File: src/rtl/argmax_readout_ctrl.sv
// rtl/argmax_readout_ctrl.sv - row-wise signed argmax sequencer over the FCC output matrix
// Reads each row's class scores, tracks the running maximum and writes the winning column index.
module argmax_readout_ctrl #(
  parameter int FEATURE_ROWS          = 6,
  parameter int WEIGHT_COLS           = 3,
  parameter int DOT_PROD_WIDTH        = 16,
  parameter int MAX_ADDRESS_WIDTH     = 2,
  parameter int COUNTER_FEATURE_WIDTH = $clog2(FEATURE_ROWS),
  parameter int COUNTER_WEIGHT_WIDTH  = $clog2(WEIGHT_COLS)
) (
  input  logic                             clk,
  input  logic                             reset,
  input  logic                             start,
  output logic                             rd_en,
  output logic [COUNTER_FEATURE_WIDTH-1:0] rd_row,
  output logic [COUNTER_WEIGHT_WIDTH-1:0]  rd_col,
  input  logic [DOT_PROD_WIDTH-1:0]        rd_data,
  output logic                             wr_en,
  output logic [COUNTER_FEATURE_WIDTH-1:0] wr_addr,
  output logic [MAX_ADDRESS_WIDTH-1:0]     wr_data,
  output logic                             busy,
  output logic                             done
);

  typedef enum logic [2:0] {
    S_IDLE,
    S_READ,
    S_DRAIN,
    S_WRITE,
    S_DONE
  } state_t;

  localparam logic [COUNTER_FEATURE_WIDTH-1:0] ROW_LAST = COUNTER_FEATURE_WIDTH'(FEATURE_ROWS - 1);
  localparam logic [COUNTER_WEIGHT_WIDTH-1:0]  COL_LAST = COUNTER_WEIGHT_WIDTH'(WEIGHT_COLS - 1);

  state_t                             state_q, state_d;
  logic [COUNTER_FEATURE_WIDTH-1:0]   row_q, row_d;
  logic [COUNTER_WEIGHT_WIDTH-1:0]    col_q, col_d;
  logic signed [DOT_PROD_WIDTH-1:0]   max_q, max_d;
  logic [COUNTER_WEIGHT_WIDTH-1:0]    idx_q, idx_d;
  // Read strobe and column delayed by the memory latency, so they line up with rd_data.
  logic                               vld_q;
  logic [COUNTER_WEIGHT_WIDTH-1:0]    vcol_q;

  always_ff @(posedge clk or negedge reset) begin
    if (!reset) begin
      state_q <= S_IDLE;
      row_q   <= '0;
      col_q   <= '0;
      max_q   <= '0;
      idx_q   <= '0;
      vld_q   <= 1'b0;
      vcol_q  <= '0;
    end else begin
      state_q <= state_d;
      row_q   <= row_d;
      col_q   <= col_d;
      max_q   <= max_d;
      idx_q   <= idx_d;
      vld_q   <= rd_en;
      vcol_q  <= col_q;
    end
  end

  always_comb begin
    state_d = state_q;
    row_d   = row_q;
    col_d   = col_q;
    rd_en   = 1'b0;
    rd_row  = '0;
    rd_col  = '0;
    wr_en   = 1'b0;
    wr_addr = '0;
    wr_data = '0;
    busy    = 1'b0;
    done    = 1'b0;
    case (state_q)
      S_IDLE, S_DONE: begin
        done = (state_q == S_DONE);
        if (start) begin
          state_d = S_READ;
          row_d   = '0;
          col_d   = '0;
        end
      end
      S_READ: begin
        busy   = 1'b1;
        rd_en  = 1'b1;
        rd_row = row_q;
        rd_col = col_q;
        if (col_q == COL_LAST) state_d = S_DRAIN;
        else                   col_d   = col_q + COUNTER_WEIGHT_WIDTH'(1);
      end
      S_DRAIN: begin
        busy    = 1'b1;
        state_d = S_WRITE;
      end
      S_WRITE: begin
        busy    = 1'b1;
        wr_en   = 1'b1;
        wr_addr = row_q;
        wr_data = MAX_ADDRESS_WIDTH'(idx_q);
        if (row_q == ROW_LAST) begin
          state_d = S_DONE;
        end else begin
          state_d = S_READ;
          row_d   = row_q + COUNTER_FEATURE_WIDTH'(1);
          col_d   = '0;
        end
      end
      default: state_d = S_IDLE;
    endcase
  end

  // Column 0 always seeds the maximum; strict compare keeps the lowest index on ties.
  always_comb begin
    max_d = max_q;
    idx_d = idx_q;
    if (vld_q && ((vcol_q == '0) || ($signed(rd_data) > max_q))) begin
      max_d = $signed(rd_data);
      idx_d = vcol_q;
    end
  end

endmodule

File: config.mk
export PLATFORM = sky130hd
export DESIGN_NAME = argmax_readout_ctrl
export DESIGN_NICKNAME = d
export VERILOG_FILES = /design/src/rtl/argmax_readout_ctrl.sv
export SDC_FILE = /design/constraint.sdc
export NUM_CORES = 1
export LEC_CHECK = 0
export BUFFER_PORTS_ARGS = -buffer_cell sky130_fd_sc_hd__buf_2
export CORE_MARGIN = 2
export CORE_UTILIZATION = 31
export CTS_CLUSTER_SIZE = 8
export DETAILED_ROUTE_END_ITERATION = 8
export GPL_TIMING_DRIVEN = 0
export PLACE_DENSITY = 0.54
export SETUP_SLACK_MARGIN = 0.15
export SYNTH_ARGS = -nofsm -noshare
export SYNTH_HDL_FRONTEND = slang
export SYNTH_SLANG_ARGS = --single-unit
File: constraint.sdc
create_clock -name clk -period 2.1 [get_ports clk]
set_input_delay 0.42 -clock clk [delete_from_list [all_inputs] [get_ports clk]]
set_output_delay 0.42 -clock clk [all_outputs]
set_load 0.01 [all_outputs]
# ---- After elaboration in Yosys (flattened, before gate mapping)
# Index checks and enable logic that the tools add are counted.
dict set report op_classes {
  eq_ne 10
  reduce_logical 11
  n_addsub 2
  magnitude_cmp 1
  muxes 19
}
# op count
set op_table {}
lappend op_table {{3-bit 2-to-1 mux} 7}
lappend op_table {{16-bit > comparator} 1}
lappend op_table {{3-bit case mux with 4 select lines} 1}
lappend op_table {{2-bit 2-to-1 mux} 5}
lappend op_table {{2-bit != test (second input constant)} 4}
lappend op_table {{3-bit by 2-bit == test with 1-bit output (second input constant)} 2}
lappend op_table {{3-bit == test (second input constant)} 2}
lappend op_table {{2-bit case mux with 3 select lines} 1}
lappend op_table {{3-bit case mux with 2 select lines} 1}
lappend op_table {{1-bit 2-to-1 mux} 4}
lappend op_table {{4-bit AND reduction} 1}
lappend op_table {{3-bit by 1-bit adder with 3-bit output (second input constant)} 1}
lappend op_table {{3-bit by 1-bit == test with 1-bit output (second input constant)} 1}
lappend op_table {{3-bit logical NOT} 1}
lappend op_table {{3-bit AND reduction} 1}
lappend op_table {{3-bit nonzero test} 1}
lappend op_table {{3-bit OR reduction} 1}
lappend op_table {{2-bit by 1-bit adder with 2-bit output (second input constant)} 1}
lappend op_table {{2-bit == test (second input constant)} 1}
lappend op_table {{2-bit logical NOT} 1}
lappend op_table {{2-bit AND reduction} 1}
lappend op_table {{2-bit nonzero test} 1}
lappend op_table {{2-bit OR reduction} 1}
lappend op_table {{1-bit logical AND} 1}
lappend op_table {{1-bit logical OR} 1}
dict set report totals {
  elab_cells 50
  output_inout_bits 14
  regBits 29
  in_bits 19
}

# ---- Longest topological paths before layout
# Gate-level depths: netlist of run 1.
dict set report depth {
  ltp_word 4
  ltp_mapped 9
}

# ---- Worst setup path after synthesis of run 1
# Ideal clock, no wire load.
dict set report synth_timing {
  kind {input -> register}
  from {input rd_data[7]}
  to {register max_q[10]}
  required_time_ps 1975
  arrival_time_ps 2023
  setup_slack_ps -48
  setup_time_ps 125
  stages 8
  path_cell_list {ha_1 > a21oi_1 > o221ai_2 > o21ai_2 > a31oi_4 > a21oi_4 > buf_12 > mux2_4}
}
dict set report synth_between {
  elab_chain_len 3
}
# element line_no
set synth_lines {}
lappend synth_lines {{from (decl)} 17} ;# input logic [DOT_PROD_WIDTH-1:0] rd_data,
lappend synth_lines {{16-bit > comparator} 119} ;# if (vld_q && ((vcol_q == '0) || ($signed(rd_data) > max_q))) begin
lappend synth_lines {{1-bit logical OR} 119}
lappend synth_lines {{1-bit logical AND} 119}
lappend synth_lines {{to (signal assigned)} 58} ;# max_q <= max_d;
lappend synth_lines {{to (decl)} 39} ;# logic signed [DOT_PROD_WIDTH-1:0] max_q, max_d;
# No other way between the ends.
# A chain may end at the register's enable or synchronous reset.

# ---- Worst setup path after layout of run 1
dict set report layout_timing {
  from {register max_q[14]}
  to {register max_q[13]}
}
dict set report layout_between {
  elab_chain_len 3
}
# element line_no
set layout_lines {}
lappend layout_lines {{16-bit > comparator} 119}
lappend layout_lines {{1-bit logical OR} 119}
lappend layout_lines {{1-bit logical AND} 119}
# No other way between the ends.

==> results.md, run 1 <==
* Register area share after synthesis at 40.9%
* Average wire per standard cell at 12.6 µm
* Clk buf depth at 2
* Critical Path RT at 2.27 ns
* Clock Pin Slew Worst Setup and Hold Paths at 0.06 ns
* Die area at 6340 µm²
* Area of placed instances at 2180 µm²
* Synth warn at 0
* CTS H-Tree Depth at 2
* XOR/XNOR Fraction of Synth Area at 0%
* Yosys reg bits at 29
* Core Util, Final at 43.9%
* Remaining global-route overflow at 0
* Final Total Pwr at 3.63 mW
* Final hold vios at 0
* Main combinational cell family by area after synthesis: simple AND/OR/NAND/NOR gates
* CP endpoint kind: register
* Via Count at 1,353
* Worst path cell trace: inv_1 > ha_4 > nand2_1 > nand3b_1 > a31oi_2 > a31oi_4 > a21oi_4 > buf_12 > mux2_4
* Adder-cell area share of the yosys netlist at 13.4%
* Syn_area_per_cell at 10.6 µm²
* Detailed Route Iter0 Violations at 54
* Final WL at 3.59 mm
* Slowest stage delay, CP at 0.38 ns
* Worst R2R Start: max_q[14]
* Total of max-cap violations at 0
* Post-route insts no fill at 286
* Remaining antenna violation count at 0
* Synthesized instance count at 167
* Drt drc at 0
* Cell Pwr Density at 1500 nW/µm²
* Design area at 2420 µm²
* Simple-gate share of the synthesized area at 14.2%
* Initial Util at 32.2%
* Post-route setup TNS at 0 ns
* Die Span Y at 79.6 µm
* Global placement routability congestion at 0.814
* Ant. Diodes at 0
* Vias in the first global route at 1,378
* Fmax at 0.498 GHz
* Mux contribution to synthesized area at 12.8%
* Synth Cell Area at 1770 µm²
* Crit path max-delay cell type: dfrtp_1
* Clk sinks at 29
* Row count at 27
* Chip Width at 79.6 µm
* Max Slew Vio Count at 0
* Clock skew at 0.00552 ns
* Initial antenna violation count at 0
* Core area at 5510 µm²
* Pre-antenna DRT Iters at 4
* Clock latency on the worst-skew pair at 0.28 ns
* Min Tclk post-route at 2.01 ns
* Status: complete, no violations
* Tcrit/Tclk final at 95.7%
* CP Max Fanout at 10
* Hold crit path type: in2async
* Distinct cells, synth at 36
* First-pass GRT wire length at 6.17 mm
* Complex-gate fraction of the synthesized area at 12.1%
* Hpwl dp at 2.60 mm
* Vias per std cell at 4.73
* Final setup vio count at 0
* Crit path arrival time at 2.18 ns
* Critical Path Source: max_q[14]
* Startpoint Class: register
* Ports at 33
* Placed insts at 271
* Largest net degree at the start of global routing at 30
* Static leakage at 1.15 nW
* Peak VDD IR at 0.612 mV
* I/O Buffers at 32
* Crit-path leading delay family: compound AO/OA/AOI/OAI gates
* Inserted Clock Buffers at 5
* Final nets at 251
* All-Layer GR Usage at 12.6%
* Cts hold-fix bufs at 0
* Crit path buffers/inverters at 2
* Max-Slew Margin vs Limit at 54.3%
* Worst-Margin Slew at 0.686 ns
* TritonCTS clock tree: done
* Unrepaired setup endpoints after global routing: yes
* Layout overhead on the synthesized area at 36.5%
* CP Class: reg2reg
* Clock root buffer: clkbuf_8
* Syn_nets at 205
* Layout cells sized above 1 at 46.7%
==> registers in the layout (all words and copies together), names as in the netlist <==
signal and count:
max_q 16, vld_q 1, idx_q 2, state_q 3, row_q 3, vcol_q 2, col_q 2
==> timing repair <==
item	in CTS	in global routing
buffers inserted	5	2
endpoints found under the setup margin	20	20
gates resized for setup	20	4
pin swaps	1	0
gates cloned	0	0
==> area by class of cell <==
| class | instances | area (µm²) |
|---|---|---|
| buffer | 4 | 33.8 |
| clock buffer | 6 | 72.6 |
| clock inverter | 2 | 10.0 |
| fill | 525 | 3090 |
| inverter | 22 | 82.6 |
| multi-input combinational | 112 | 1180 |
| sequential | 29 | 726 |
| tap | 72 | 90.1 |
| timing repair buffer | 39 | 225 |
==> cell usage after synthesis <==
| library cell | number | area (µm²) |
|---|---|---|
| dfrtp_1 | 29 | 726 |
| inv_1 | 22 | 82.6 |
| ha_1 | 19 | 238 |
| nand2_1 | 16 | 60.1 |
| mux2_4 | 10 | 150 |
| o21ai_0 | 10 | 50.1 |
| a21oi_1 | 7 | 35.0 |
| mux2_2 | 6 | 67.6 |
| nor2_1 | 6 | 22.5 |
| and3_1 | 5 | 31.3 |
| and2_1 | 3 | 18.8 |
| nand2b_1 | 3 | 18.8 |
| nand3_1 | 3 | 15.0 |
| a31oi_1 | 2 | 12.5 |
| clkbuf_1 | 2 | 7.51 |
| nand3b_1 | 2 | 15.0 |
| nand4_2 | 2 | 25.0 |
| nor3_1 | 2 | 10.0 |
| a211oi_1 | 1 | 7.51 |
| a211oi_2 | 1 | 12.5 |
| a21boi_0 | 1 | 7.51 |
| a21oi_4 | 1 | 16.3 |
| a31oi_4 | 1 | 21.3 |
| a41o_2 | 1 | 11.3 |
| and2_0 | 1 | 6.26 |
| and4b_1 | 1 | 10.0 |
| buf_12 | 1 | 20.0 |
| buf_2 | 1 | 5.00 |
| mux2i_1 | 1 | 10.0 |
| nand4_1 | 1 | 6.26 |
| nor2_2 | 1 | 6.26 |
| nor2b_1 | 1 | 6.26 |
| o21ai_2 | 1 | 8.76 |
| o221ai_2 | 1 | 15.0 |
| o2bb2ai_1 | 1 | 8.76 |
| o41ai_1 | 1 | 8.76 |
==> cells by family after synthesis <==
| family | Yosys count |
|---|---|
| AOI/OAI and AO/OA | 29 |
| adders and majority gates | 19 |
| buffers and inverters | 26 |
| DFF | 29 |
| muxes | 17 |
| and+or+nand+nor | 47 |
==> layer usage <==
metal | global-route usage [%] | wire [µm]
met2 | 20.4 | 1750
met3 | 3.85 | 144
met1 | 15.4 | 1640
met5 | 0 | 0
met4 | 5.17 | 61
==> where the power goes <==
| part | internal, mW | total, mW | switching (mW) |
|---|---|---|---|
| Combinational | 1.20 | 2.20 | 0.997 |
| Sequential | 0.814 | 0.985 | 0.171 |
| Clock | 0.229 | 0.443 | 0.214 |
==> stage by stage <==
step / worst slack, ns / hold slack [ns]
finish: 0.0900 / 0.176
CTS: 0.0790 / 0.199
detailed placement: -0.258 / 0.399
global placement: -0.267 / 0.388
floorplan: 0.0859 / 0.124
global route: -0.0129 / 0.227
==> cells in the final DEF, fill, tap and decap left out, types with 3 or more instances in the layout <==
master	synthesis	final
buf_2	1	33
dfrtp_1	29	29
inv_1	22	17
nand2_1	16	16
mux2_4	10	16
ha_4	0	12
o21ai_0	10	9
ha_1	19	7
buf_4	0	6
inv_2	0	5
and3_1	5	5
clkbuf_8	0	5
nor2_1	6	4
nand2b_1	3	3
and2_1	3	3
a21oi_1	7	3
a21oi_2	0	3
nand3_1	3	3
==> path summary, 6_finish.rpt <==
check | endpoint | slack, ns | cells past startpoint
max in group asynchronous | col_q[0] | 1.48 | 1
setup reg to reg | max_q[13] | 0.09 | 9
hold reg to reg | vcol_q[0] | 0.41 | 0
min in group clk | row_q[2] | 0.36 | 2
hold / removal | max_q[4] | 0.18 | 1
setup / recovery | max_q[13] | 0.09 | 9
(Power assumes the default switching activity.)
==> run 2: changes to the inputs <==
RECOVER_POWER = 50   (was not set)
==> run 2 against run 1 <==
Count of clock-buffer cells in the layout did not move. Flip-flop and latch count unchanged. Critical path type unchanged. Clock power about the same. The run now ends with capacitance limit, slew limit left.
==> results.md, run 2 (synthesized netlist as in run 1, its figures left out) <==
* Status: finished, violations left
* Failing checks: capacitance limit, slew limit
* Largest net degree at the start of global routing at 30
* Worst slack at placement at -0.258 ns
* WL met1 at 1.63 mm
* Clk buf depth at 2
* Pre-antenna DRT Iters at 4
* Most common cell after layout, fill and taps aside: buf_2
* CP Max Fanout at 10
* Hold crit path type: in2reg
* Peak VDD IR at 0.612 mV
* Die Span Y at 79.6 µm
* Critical Path Source: max_q[14]
* Final setup vio count at 0
* TritonCTS clock tree: done
* Uppermost layer routed: met4
* Core Util, Final at 43.9%
* Ports at 33
* Setup WS post-layout at 0.0903 ns
* Clk sinks at 29
* Most frequent cells in the layout: buf_2, dfrtp_1, inv_1
* Drt drc at 0
* Final hold vios at 0
* Clock root buffer: clkbuf_8
* Final Total Pwr at 3.62 mW
* Hold Crit Start: start
* Clock latency on the worst-skew pair at 0.28 ns
* Final nets at 251
* Startpoint Class: register
* Cts hold-fix bufs at 0
* Max Slew Vio Count at 30
* Die area at 6340 µm²
* Cell Pwr Density at 1500 nW/µm²
* CP Class: reg2reg
* Crit path arrival time at 2.18 ns
* Max FFs per register at 16
* Vias in the first global route at 1,378
* Average wire per standard cell at 12.5 µm
* Worst R2R Start: max_q[14]
* Tcrit/Tclk final at 95.7%
* Chip Width at 79.6 µm
* CP endpoint kind: register
* CTS H-Tree Depth at 2
* Layout filler cell count at 525
* Min Tclk post-route at 2.01 ns
* Inserted Clock Buffers at 5
* Via Count at 1,352
* Detailed Route Iter0 Violations at 54
* Met2 wire length at 1.75 mm
* Total of max-cap violations at 1
* Global placement routability congestion at 0.814
* Final WL at 3.59 mm
* Largest reg by FF count: max_q
* WL met3 at 144 µm
* Layout overhead on the synthesized area at 36.4%
* Fmax at 0.498 GHz
* Layout cells sized above 1 at 46.3%
* Biggest regs: max_q: 16 flops, row_q: 3 flops, state_q: 3 flops
* I/O Buffers at 32
* Hpwl dp at 2.60 mm
* Vias per std cell at 4.73
* Initial Util at 32.2%
* Ant. Diodes at 0
* Core area at 5510 µm²
* Unrepaired setup endpoints after global routing: yes
* Remaining global-route overflow at 0
* Max-Slew Margin vs Limit at -9.34%
* Initial antenna violation count at 0
* All-Layer GR Usage at 12.6%
* First-pass GRT wire length at 6.17 mm
* Clock skew at 0.00552 ns
* Row count at 27
* Remaining antenna violation count at 0
* Critical Path RT at 2.27 ns
* Clock Pin Slew Worst Setup and Hold Paths at 0.06 ns
* Static leakage at 1.15 nW
* Worst-Margin Slew at 1.64 ns
[run 2: cell count changes in the layout (fill, tap and decap cells not counted)]
cell and change:
clkbuf_1 +1, buf_2 -1
[run 2: path summary, 6_finish.rpt]
path                             end  slack, ns  depth (start not counted)
max                        max_q[13]       0.09                          9
min                         row_q[2]       0.36                          2
max reg2reg                max_q[13]       0.09                          9
min reg2reg                vcol_q[0]       0.41                          0
max in group asynchronous   col_q[0]       0.60                          1
min in group asynchronous   max_q[4]       0.55                          1
[run 2: worst max-delay path, stage by stage (launching register included)]
cell	delay, ns
dfrtp_1	0.38
inv_1	0.09
ha_4	0.21
nand2_1	0.07
nand3b_1	0.10
a31oi_2	0.23
a31oi_4	0.13
a21oi_4	0.20
buf_12	0.18
mux2_4	0.30
[run 2: metrics by stage]
| stage | hold WS, ns | instance area [µm²] | instances | setup TNS (ns) |
|---|---|---|---|---|
| 6_report | 0.357 | 2420 | 286 | 0 |
| 5_1_grt | 0.351 | 2420 | 286 | -0.0933 |
| 4_1_cts | 0.199 | 2400 | 284 | 0 |
| 3_5_place_dp | 0.399 | 2180 | 271 | -3.28 |
| 3_3_place_gp | 0.388 | 2180 | 271 | -3.44 |
| 2_1_floorplan | 0.124 | 1930 | 167 | 0 |
[run 2: layer usage]
layer,GRT usage [%],vias to the layer above
met2,20.4,22
met4,5.17,0
met5,0,-
met1,15.4,652
li1,-,673
met3,3.85,5
[run 2: layout make-up]
| type | instances | area (µm²) | share of cell area (%) |
|---|---|---|---|
| plain buffers | 4 | 33.8 | 1.40 |
| repair buffers | 39 | 224 | 9.26 |
| clock buffers | 6 | 72.6 | 3.00 |
| inverters | 22 | 82.6 | 3.41 |
| clock inverters | 2 | 10.0 | 0.414 |
| multi-input cells | 112 | 1180 | 48.8 |
| well taps | 72 | 90.1 | 3.72 |
| flip-flops and latches | 29 | 726 | 30.0 |
[run 2: repair_timing]
item                       in CTS  in global routing
pin swaps                       1                  0
setup buffers                   5                  2
setup endpoints to repair      20                 20
gates cloned                    0                  0
resized for setup              20                  4
[run 2: power breakdown]
part	internal, mW	leakage (nW)	switching, mW
sequential	0.814	0.355	0.171
combinational	1.20	0.751	0.997
clock	0.229	0.0450	0.214
total	2.24	1.15	1.38
==> run 3: changes to the inputs <==
ABC_AREA = 1   (was not set)
==> run 3 against run 2 <==
The flow still finishes with violations (capacitance limit, slew limit). Clock skew up 0.0036 ns. Global-route usage up 0.78 points. Utilization up 0.50 points. Final cell count up 21%. Register-to-register slack better by 0.11 ns. Flip-flop and latch count unchanged. Worst setup slack better by 0.11 ns. Clock power up 39%. Hold slack better by 0.022 ns. Combinational power up 9%. Cell area up 3.0%. Largest cell class unchanged.
==> results.md, run 3 <==
* Status: finished, violations left
* Failing checks: capacitance limit, slew limit
* CP Class: reg2reg
* Core Util, Final at 44.4%
* Max Slew Vio Count at 30
* Layout filler cell count at 573
* Cts hold-fix bufs at 0
* Setup WS post-layout at 0.200 ns
* Clk buf depth at 2
* Drt drc at 0
* Worst-Margin Slew at 1.59 ns
* EDFF count, synth at 0
* Final setup vio count at 0
* Average wire per standard cell at 11.5 µm
* Via Count at 1,567
* Hpwl dp at 2.68 mm
* Crit path max-delay cell type: dfrtp_1
* Min Tclk post-route at 1.90 ns
* Remaining antenna violation count at 0
* Unrepaired setup endpoints after global routing: yes
* Clk sinks at 29
* Final WL at 3.99 mm
* Ant. Diodes at 0
* CTS H-Tree Depth at 2
* Peak VDD IR at 0.707 mV
* Startpoint Class: register
* Die Span Y at 80.7 µm
* Inserted Clock Buffers at 5
* CP endpoint kind: register
* Clock root buffer: clkbuf_8
* Async SR Flop Fraction at 100%
* Biggest regs: max_q: 16 flops, row_q: 3 flops, state_q: 3 flops
* Ys flop type: dfrtp_1
* Yosys reg bits at 29
* Worst slack at placement at -0.0636 ns
* Cell Pwr Density at 1610 nW/µm²
* Most frequent cells in the layout: nand2_1, inv_1, buf_2
* Register area share after synthesis at 39.8%
* Worst path cell trace: inv_2 > ha_4 > nand4_1 > nor3_4 > nand2_1 > nand2_1 > nand2_1 > nand2_1 > nand2_2 > nand2_8 > nand2_8 > clkbuf_16 > nand2_2 > nand2_2
* Distinct cells, synth at 23
* Tcrit/Tclk final at 90.5%
* Ports at 33
* Die area at 6510 µm²
* Syn_area_per_cell at 8.17 µm²
* Row count at 27
* Top-count cell post-synth: nand2_1
* Top cell type's share of synthesized area at 39.8%
* Cell mode on critical path: nand2_1
* Uppermost layer routed: met4
* Syn_nets at 261
* Critical Path RT at 2.28 ns
* Post-synth top area cell: dfrtp_1
* CP Max Fanout at 6
* Clock Pin Slew Worst Setup and Hold Paths at 0.07 ns
* First-pass GRT wire length at 6.70 mm
* Remaining global-route overflow at 0
* Synth top cells by count: nand2_1, inv_1, dfrtp_1
* Largest cells by area after synthesis: dfrtp_1, ha_1, nand2_1
* Most common cell after layout, fill and taps aside: nand2_1
* Initial Util at 32.5%
* Crit path arrival time at 2.08 ns
* Vias per std cell at 4.53
* Layout cells sized above 1 at 38.0%
* Max-Slew Margin vs Limit at -6.22%
* All-Layer GR Usage at 13.3%
* Initial antenna violation count at 0
* Total of max-cap violations at 1
* Final nets at 311
* I/O Buffers at 32
* Global placement routability congestion at 0.879
* Clock latency on the worst-skew pair at 0.28 ns
* Vias in the first global route at 1,474
* Detailed Route Iter0 Violations at 47
* Fmax at 0.526 GHz
* WL met3 at 182 µm
* Slowest stage delay, CP at 0.38 ns
* Core area at 5610 µm²
* Pre-antenna DRT Iters at 4
* Final hold vios at 0
* Synthesized instance count at 223
* WL met1 at 1.86 mm
* Largest reg by FF count: max_q
* Largest net degree at the start of global routing at 30
* Met2 wire length at 1.92 mm
* Synth warn at 0
* Synth Cell Area at 1820 µm²
* Static leakage at 1.30 nW
* Max FFs per register at 16
* Final hold slack at 0.379 ns
* Post-route setup TNS at 0 ns
* TritonCTS clock tree: done
* Layout overhead on the synthesized area at 36.7%
* Chip Width at 80.7 µm
* Final Total Pwr at 4.00 mW
* Hold crit path type: reg2reg
* Clock skew at 0.00910 ns
## run 3: cell count changes after synthesis, sizes merged, moves of 4 or more
cell	delta
and2	-4
and3	-5
inv	+14
mux2	-16
nand2	+52
nand3	+17
nor2	+13
o21ai	-8
## run 3: kinds of logic (layout without fill, tap and decap cells)
kind of cell | after synthesis | count (layout) | share of synthesized area (%)
buffers and inverters | 40 | 91 | 10.1
adders and majority gates | 19 | 19 | 13.0
AOI/OAI and AO/OA | 21 | 21 | 6.66
DFF | 29 | 29 | 39.8
and+or+nand+nor | 114 | 114 | 30.4
## run 3: path summary, 6_finish.rpt
| check | slack, ns | cells after the start | start | to |
|---|---|---|---|---|
| min in group asynchronous | 0.53 | 1 | reset | max_q[7] |
| max in group asynchronous | 0.64 | 1 | reset | max_q[8] |
| min | 0.38 | 0 | col_q[0] | vcol_q[0] |
| min reg2reg | 0.38 | 0 | col_q[0] | vcol_q[0] |
| max | 0.20 | 14 | max_q[10] | max_q[9] |
| max reg2reg | 0.20 | 14 | max_q[10] | max_q[9] |
## run 3: power by group
group          leakage, nW  internal [mW]  switching, mW
sequential           0.360          0.821          0.170
combinational        0.880           1.08           1.31
clock               0.0574          0.386          0.231
## run 3: timing repair
action / 4_1_cts / 5_1_grt
cloned: 0 / 1
buffers inserted: 7 / 3
gates resized for setup: 2 / 32
pin swaps: 3 / 10
setup endpoints to repair: 15 / 20
## run 3: critical path: cells and delay by family (launching register included)
kind | cells | cell delay [ns]
buffers and inverters | 2 | 0.22
adder cells (fa/ha/maj) | 1 | 0.26
flip-flops | 1 | 0.38
AND/OR/NAND/NOR | 11 | 0.93
## run 3: area by class of cell
class	count	area, µm²	share of cell area, %
timing repair buffer	43	272	10.9
tap	72	90.1	3.62
buffer	4	48.8	1.96
sequential	29	726	29.1
inverter	36	135	5.42
multi-input combinational	154	1100	44.1
clock inverter	2	37.5	1.51
clock buffer	6	82.6	3.31
## run 3: per-stage QoR
step | area [µm²] | std cells
2_1_floorplan | 1820 | 223
3_3_place_gp | 2070 | 327
3_5_place_dp | 2070 | 327
4_1_cts | 2260 | 342
5_1_grt | 2490 | 346
6_report | 2490 | 346
## run 3: per-layer routing
layer  global-route usage [%]  vias up
li1                         -      812
met4                     4.07        0
met1                     17.1      721
met3                     3.71        2
met2                     21.8       32
met5                        0        -
